File: config.mk
export PLATFORM = sky130hd
export DESIGN_NAME = comb_arith_8b_sub
export DESIGN_NICKNAME = d
export VERILOG_FILES = /design/src/rtl/arith_pkg.sv /design/src/rtl/full_sub_cell.sv /design/src/rtl/comb_arith_8b_sub.sv
export SDC_FILE = /design/constraint.sdc
export NUM_CORES = 1
export LEC_CHECK = 0
export ABC_AREA = 1
export CAP_MARGIN = 40
export CORE_AREA = 8 8 45 47
export DETAILED_ROUTE_END_ITERATION = 8
export DIE_AREA = 0 0 53 55
export SYNTH_ARGS = -nofsm -noshare
export SYNTH_HDL_FRONTEND = slang
export SYNTH_SLANG_ARGS = --single-unit
File: constraint.sdc
create_clock -name vclk -period 5.95
set_clock_uncertainty 0.15 [all_clocks]
set_input_delay 1.19 -clock vclk [all_inputs]
set_output_delay 1.19 -clock vclk [all_outputs]
set_load 0.005 [all_outputs]
File: src/rtl/arith_pkg.sv
// Shared arithmetic types and default widths for the small arithmetic leaf blocks.
package arith_pkg;

  localparam int unsigned NBITS_DEFAULT = 8;

  typedef logic [7:0] word8_t;

endpackage : arith_pkg

File: src/rtl/full_sub_cell.sv
// One-bit full subtractor: d = a - b - bin, with the borrow out to the next bit.
module full_sub_cell (
  input  logic a,
  input  logic b,
  input  logic bin,
  output logic d,
  output logic bout
);

  assign d    = a ^ b ^ bin;
  assign bout = (~a & b) | (~(a ^ b) & bin);

endmodule : full_sub_cell

File: src/rtl/comb_arith_8b_sub.sv
// Wrap-around subtractor out = (in0 - in1) mod 2^NBITS built as a ripple-borrow chain.
// clk/reset exist only for integration uniformity; the block holds no state.
module comb_arith_8b_sub
  import arith_pkg::*;
#(
  parameter int unsigned NBITS = NBITS_DEFAULT
) (
  input  logic             clk,
  input  logic             reset,
  input  logic [NBITS-1:0] in0,
  input  logic [NBITS-1:0] in1,
  output logic [NBITS-1:0] out
);

  logic [NBITS:0] borrow;

  assign borrow[0] = 1'b0;

  for (genvar i = 0; i < NBITS; i++) begin : g_cell
    full_sub_cell u_cell (
      .a    (in0[i]),
      .b    (in1[i]),
      .bin  (borrow[i]),
      .d    (out[i]),
      .bout (borrow[i+1])
    );
  end

  // The final borrow is intentionally discarded, as are the integration-only pins.
  logic unused_ok;
  assign unused_ok = ^{clk, reset, borrow[NBITS]};

endmodule : comb_arith_8b_sub

==> metrics <==
result of the run=finished, final reports clean; setup repair after global routing missed its margin=no; count of buffers added by post-CTS timing repair for setup=0; initial standard-cell utilization of the core=0.207; worst ir drop on vdd=slightly below 0.03 mV; critical setup path kind=input port to output pin; worst slack on hold paths=about 3.0 ns; average routed wire per standard cell=8.63 microns; initial antenna violation count=0; largest net degree at the start of global routing=3; number of hold violations in the final report=0; synthesized net count=64; power density relative to cell area=91.9 nW/um^2; vertical die dimension=about 55 microns; number of ports placed on the die boundary=26; part of the Yosys area used for sequential elements=0; Global Route Usage Sum=0.0443; crit path capture type=output pin; total power of the final layout=around 0.046 mW; count of distinct cell types in the synthesized netlist=7; worst-path fanout max=1; arrival time at the worst endpoint=4.19 ns; first-pass GRT wire length=1060 microns; detailed-route wire length=613 microns; number of remaining DRC errors=0; tightest slew margin relative to the limit=0.935; seq_cells=0; Buffers on Ports=24; slew at the pin closest to its max-slew limit=roughly 0.098 ns; area delta synth->final=76.0%; Max-cap violations=0; synthesized instance count=39; top library cells by usage in the layout, fill and taps aside=clkdlybuf4s50_1 (22), inv_1 (18), fa_2 (5); sequential standard cell area=0 sq um; setup violators final=0; detailed-placement wirelength estimate=575 microns; detailed-routing iteration count for the pre-antenna-repair pass=1; Avg Inst Size Synth=7.35 sq um; antenna violation net count after detailed routing=0; # hold bufs at CTS=0; Post-Route Setup TNS=0 ns; number of pins with negative max-slew slack in the final report=0; share of layout cells above drive strength 1=0.109; number of antenna cells inserted=0; achievable clock frequency=approximately 180 MHz; category of the worst setup path launch point=input port; Rows=14; Leak Pwr=0.273 nW; total core area=1380 sq um; vias in the first global route=254; most frequent standard cell in the layout excluding fill and tap cells=clkdlybuf4s50_1; count of clock-net buffers in the final layout=0; chip width=53 microns; final weighted congestion in routability-driven placement=0.733; Req. time, crit path=4.61 ns; class of the worst hold path=input port to output pin; DIE AREA=2920 sq um; period utilisation layout=0.929; final critical path time including I/O delays and setup=approximately 5.5 ns; Cell Area, Synth=287 sq um; via density per instance=roughly 3.5; via count of the routed design=approximately 250; dpl ws=-0.142 ns; initial DRC count=0; worst setup slack after layout=0.422 ns; GRT overflow=0; number of warnings printed during yosys synthesis=0; # nets final=82
-- critical path: stages --
cell             delay (ns)
clkdlybuf4s50_1        0.45
inv_1                  0.04
ha_1                   0.18
inv_1                  0.07
fa_1                   0.15
inv_1                  0.05
fa_2                   0.34
fa_2                   0.34
fa_2                   0.34
fa_2                   0.34
fa_2                   0.52
inv_1                  0.04
dlymetal6s2s_1         0.14
-- routing by layer --
| layer | vias to the layer above | GRT usage | part of all wire |
|---|---|---|---|
| li1 | 125 | - | - |
| met1 | 107 | 0.0595 | 0.41 |
| met2 | 19 | 0.0703 | 0.41 |
| met3 | 0 | 0.0160 | 0.18 |
| met4 | 0 | 0 | 0 |
| met5 | - | 0 | 0 |
-- per-stage QoR --
step                      utilization  std cells  instance area [sq um]
after floorplan                     -         39                    287
after global routing            0.364         71                    504
final                           0.364         71                    504
after global placement          0.352         71                    487
after detailed placement        0.352         71                    487
after CTS                       0.359         71                    497
-- synthesized netlist by cell type --
master   number  share of area
buf_4         8           0.21
nand3_1       1          0.017
fa_1          6           0.42
ha_1          1          0.044
inv_1        18           0.24
nand2_2       1          0.022
nand2_1       4          0.052
-- worst paths after layout --
kind / slack [ns] / cells after the start / from / end
min: 3.00 / 5 / in0[7] / out[7]
max: 0.42 / 13 / in0[0] / out[6]
-- kinds of logic after synthesis --
group | share of synthesized area
adders and majority gates | 0.463
buffers and inverters | 0.445
and+or+nand+nor | 0.0917
-- cell type report --
type / count / area, sq um
well taps: 16 / 20.0
fillers: 151 / 880
inverters: 18 / 67.6
repair buffers: 24 / 245
multi-input cells: 13 / 171
-- where the power goes --
group          switching, mW  internal (mW)
clock                      0              0
combinational         0.0155         0.0308
sequential                 0              0
total                 0.0155         0.0308
-- what timing repair did --
action / CTS / global route
cloned: 0 / 0
setup endpoints to repair: 2 / 2
gates resized for setup: 4 / 3
pin swaps: 0 / 0
Power figures use the tool's default switching activity.
